### src/rtl/sobel_window_gen.sv
// Sobel front end: buffers two image lines and emits one 3x3 neighbourhood per
// interior pixel of a raster-order stream, with valid/ready on both sides.
module sobel_window_gen #(
  parameter int bitwidth = 8,
  parameter int IMG_W    = 16,
  parameter int IMG_H    = 16
) (
  input  logic                  clk,
  input  logic                  rst_n,
  input  logic                  clear,
  input  logic [bitwidth-1:0]   pix_in,
  input  logic                  in_valid,
  output logic                  in_ready,
  output logic [9*bitwidth-1:0] win_out,
  output logic                  out_valid,
  input  logic                  out_ready,
  output logic                  frame_done
);

  localparam int CW = $clog2(IMG_W);
  localparam int RW = $clog2(IMG_H);

  logic [CW-1:0]       col;
  logic [RW-1:0]       row;
  logic [bitwidth-1:0] lb_top [IMG_W];
  logic [bitwidth-1:0] lb_mid [IMG_W];
  logic [bitwidth-1:0] win      [9];
  logic [bitwidth-1:0] next_win [9];
  logic [9*bitwidth-1:0] next_flat;
  logic [bitwidth-1:0] top_px;
  logic [bitwidth-1:0] mid_px;
  logic                accept;
  logic                emit;
  logic                col_last;
  logic                row_last;

  // clear takes priority: the pixel presented alongside it is dropped
  assign in_ready = !out_valid || out_ready;
  assign accept   = in_valid && in_ready && !clear;
  assign col_last = (col == CW'(IMG_W - 1));
  assign row_last = (row == RW'(IMG_H - 1));
  assign emit     = accept && (row >= RW'(2)) && (col >= CW'(2));
  assign top_px   = lb_top[col];
  assign mid_px   = lb_mid[col];

  always_comb begin
    for (int k = 0; k < 9; k++) next_win[k] = win[k];
    for (int r = 0; r < 3; r++) begin
      next_win[r*3]     = win[r*3 + 1];
      next_win[r*3 + 1] = win[r*3 + 2];
    end
    next_win[2] = top_px;
    next_win[5] = mid_px;
    next_win[8] = pix_in;
    next_flat = '0;
    for (int k = 0; k < 9; k++) next_flat[k*bitwidth +: bitwidth] = next_win[k];
  end

  // Line RAM is deliberately not reset; stale data is masked by the row>=2 rule
  always_ff @(posedge clk) begin
    if (accept) begin
      lb_top[col] <= mid_px;
      lb_mid[col] <= pix_in;
    end
  end

  always_ff @(posedge clk or negedge rst_n) begin
    if (!rst_n) begin
      for (int k = 0; k < 9; k++) win[k] <= '0;
    end else if (accept) begin
      for (int k = 0; k < 9; k++) win[k] <= next_win[k];
    end
  end

  always_ff @(posedge clk or negedge rst_n) begin
    if (!rst_n) begin
      col <= '0;
      row <= '0;
    end else if (clear) begin
      col <= '0;
      row <= '0;
    end else if (accept) begin
      if (col_last) begin
        col <= '0;
        row <= row_last ? '0 : row + RW'(1);
      end else begin
        col <= col + CW'(1);
      end
    end
  end

  // An emit together with out_ready reloads the window without a bubble
  always_ff @(posedge clk or negedge rst_n) begin
    if (!rst_n) begin
      out_valid  <= 1'b0;
      win_out    <= '0;
      frame_done <= 1'b0;
    end else begin
      frame_done <= accept && col_last && row_last;
      if (clear) begin
        out_valid <= 1'b0;
      end else if (emit) begin
        out_valid <= 1'b1;
        win_out   <= next_flat;
      end else if (out_ready) begin
        out_valid <= 1'b0;
      end
    end
  end

endmodule

### config.mk
export PLATFORM = sky130hd
export DESIGN_NAME = sobel_window_gen
export DESIGN_NICKNAME = d
export VERILOG_FILES = /design/src/rtl/sobel_window_gen.sv
export SDC_FILE = /design/constraint.sdc
export NUM_CORES = 1
export LEC_CHECK = 0
export CAP_MARGIN = 40
export CORE_MARGIN = 1
export CORE_UTILIZATION = 50
export CTS_CLUSTER_DIAMETER = 120
export DETAILED_ROUTE_END_ITERATION = 12
export PLACE_DENSITY = 0.66
export SYNTH_ARGS = -nofsm -noshare
export SYNTH_HDL_FRONTEND = slang
export SYNTH_SLANG_ARGS = --single-unit
### constraint.sdc
create_clock -name clk -period 4.1 [get_ports clk]
set_input_delay 1.025 -clock clk [delete_from_list [all_inputs] [get_ports clk]]
set_output_delay 1.025 -clock clk [all_outputs]
set_load 0.01 [all_outputs]
==> impl_metrics.env <==
export IMPL_placed_cell_area_sq_um=16400
export IMPL_setup_tns_final_ns=0
export IMPL_tightest_slew_ns=0.897
export IMPL_ir_drop_uv=354
export IMPL_viasPerCell=5.62
export IMPL_vias=7690
export IMPL_cp_required_ns=3.07
export IMPL_area_growth_pct=19.6
export IMPL_numPortBuffers=87
export IMPL_ys_ff_latch=386
export IMPL_overflow=0
export IMPL_yosysWarnings=0
export IMPL_grt_max_degree=85
export IMPL_synth_edff_count=256
export IMPL_synth_cell_types=33
export IMPL_crit_path_end_kind="output pin"
export IMPL_clk_pin_slew_ns=0.06
export IMPL_num_rows=62
export IMPL_outcome="completed"
export IMPL_drt_pass1_iter_count=4
export IMPL_mostFrequentLayoutCells="256 x edfxtp_1, 137 x mux2_2, 129 x dfrtp_1"
export IMPL_p_per_area_nw_per_um2=485
export IMPL_grt_antenna_before_repair=1
export IMPL_design_power_total_mw=8.65
export IMPL_p_leak_nw=6.62
export IMPL_path_cells="clkdlybuf4s50_1, nand2b_1, clkdlybuf4s50_1"
export IMPL_ctsRootBufferMaster="clkbuf_16"
export IMPL_postCtsSetupBuffers=0
export IMPL_wl_um=31100
export IMPL_avgRoutedWirePerCell_um=22.7
export IMPL_synth_cells=820
export IMPL_ys_flop_type="edfxtp_1"
export IMPL_grt_pass1_wl_um=48200
export IMPL_slew_limit_headroom_pct=40.0
export IMPL_synth_avg_cell_area_sq_um=18.2
export IMPL_worst_clock_skew_ns=0.0160
export IMPL_setup_viol=0
export IMPL_clock_path_buffers=3
export IMPL_grt_usage_pct=21.1
export IMPL_fp_coreArea_sq_um=29000
export IMPL_layout_commonest_cell="edfxtp_1"
export IMPL_path_class="input pin to output pin"
export IMPL_hold_viol_final=0
export IMPL_rsz0062_at_grt="false"
export IMPL_critPathArrivalTime_ns=2.26
export IMPL_cts_hold_fix_buffers=0
export IMPL_maxCapViolations=0
export IMPL_synthAdderAreaFrac_pct=0.504
export IMPL_drv_slew=0
export IMPL_crit_top_cell="clkdlybuf4s50_1"
export IMPL_fin_area_sq_um=17800
export IMPL_globalplace_congestion=0.764
export IMPL_io_pins=88
export IMPL_place_hpwl_um=18700
export IMPL_syn_nets=839
export IMPL_synthMuxAreaShare_pct=18.5
export IMPL_die_h_um=175
export IMPL_synthXorXnorAreaFrac_pct=0.118
export IMPL_drc=0
export IMPL_min_period_over_period_pct=80.0
export IMPL_cts_tree="yes"
export IMPL_yosys_area_share_simple_pct=3.35
export IMPL_drive_gt1_share_pct=28.9
export IMPL_synthArstFlopShare_pct=33.7
export IMPL_synth_top_family_by_area="multiplexers"
export IMPL_max_freq_ghz=0.305
export IMPL_initial_core_util_pct=51.3
export IMPL_hp_class="flip-flop to flip-flop"
export IMPL_critPathLaunchType="input pin"
export IMPL_clock_sinks=386
export IMPL_nets=972
export IMPL_fin_crit_ns=3.28
export IMPL_synth_seq_area_share_pct=73.5
export IMPL_max_stage_delay_ns=0.57
export IMPL_synth_compound_area_share_pct=2.23
export IMPL_synth_area_sq_um=14900
export IMPL_grt_pass1_vias=8065
export IMPL_drtIter0Drc=641
export IMPL_clk_latency_ns=0.53
export IMPL_critPathMaxFanout=6
export IMPL_htreeDepth=2
export IMPL_dieArea_sq_um=30500
export IMPL_numCtsBuffers=41
export IMPL_die_w_um=175
export IMPL_ant_nets=0
export IMPL_cts_resized=0
export IMPL_num_antenna_cells=0
export IMPL_slowest_stage="clkdlybuf4s50_1"
-- cell usage after synthesis, types with 7 or more instances --
| cell type | instances | area, sq um |
|---|---|---|
| mux2i_1 | 46 | 460 |
| mux4_2 | 31 | 698 |
| dfrtp_1 | 130 | 3250 |
| buf_2 | 23 | 115 |
| nor2_1 | 35 | 131 |
| nand2_1 | 42 | 158 |
| mux2_2 | 137 | 1540 |
| buf_6 | 8 | 90.1 |
| o22ai_1 | 22 | 138 |
| nand3_1 | 15 | 75.1 |
| edfxtp_1 | 256 | 7690 |
| a22oi_1 | 11 | 82.6 |
| and3_1 | 7 | 43.8 |
-- where the power goes --
group          total [mW]  switching (mW)  internal [mW]
Sequential           4.40          0.0747           4.32
Combinational       0.411           0.229          0.182
Clock                3.84            1.50           2.34
-- final cells by class --
class,count,area [sq um]
clock buffer,50,1120
sequential,386,10900
fill,2142,11200
timing repair buffer,132,1270
clock inverter,25,307
multi-input combinational,388,3680
inverter,4,15.0
tap,384,480
-- through the flow --
step | utilization, % | hold slack (ns) | std cells | worst slack [ns]
after global routing | 61.4 | 0.513 | 1369 | 0.753
after floorplan | - | 0.477 | 820 | 1.03
after detailed placement | 56.5 | 0.481 | 1294 | 0.808
after CTS | 61.4 | 0.503 | 1369 | 0.813
after global placement | 56.3 | 0.476 | 1291 | 0.830
final | 61.4 | 0.494 | 1369 | 0.818
-- state kept, by name, summed over array words and instances, names as in the netlist --
name and count:
win_out 72, row 4, frame_done 1, lb_mid 128
out_valid 1, next_flat 48, col 4, lb_top 128
-- worst max-delay path, delay by kind of cell --
| family | cells | cell delay, ns |
|---|---|---|
| buffers and inverters | 2 | 1.02 |
| AND/OR/NAND/NOR | 1 | 0.21 |
-- kinds of logic (layout without fill, tap and decap cells) --
logic type,after synthesis,in the layout
simple gates,112,112
xor+xnor,2,2
mux,219,219
buf+inv,46,211
flops,386,386
compound gates,49,49
fa+ha+maj,6,6
-- per-layer routing --
metal	wire length [um]	GRT usage [%]	vias to the layer above
li1	-	-	3426
met1	13500	28.8	3980
met2	14900	34.4	235
met3	2020	4.85	49
met4	662	5.65	0
met5	0	0	-
-- path summary, 6_finish.rpt --
check / start / to / slack [ns] / cells after the start
max: out_ready / in_ready / 0.82 / 3
min: win_out[70] / win_out[70] / 0.49 / 1
max reg2reg: col[3] / win_out[42] / 1.09 / 7
min reg2reg: win_out[70] / win_out[70] / 0.49 / 1
max in group asynchronous: rst_n / win_out[66] / 2.83 / 2
min in group asynchronous: rst_n / win_out[30] / 0.56 / 1
Note: power is estimated with default switching activity, not from simulation.
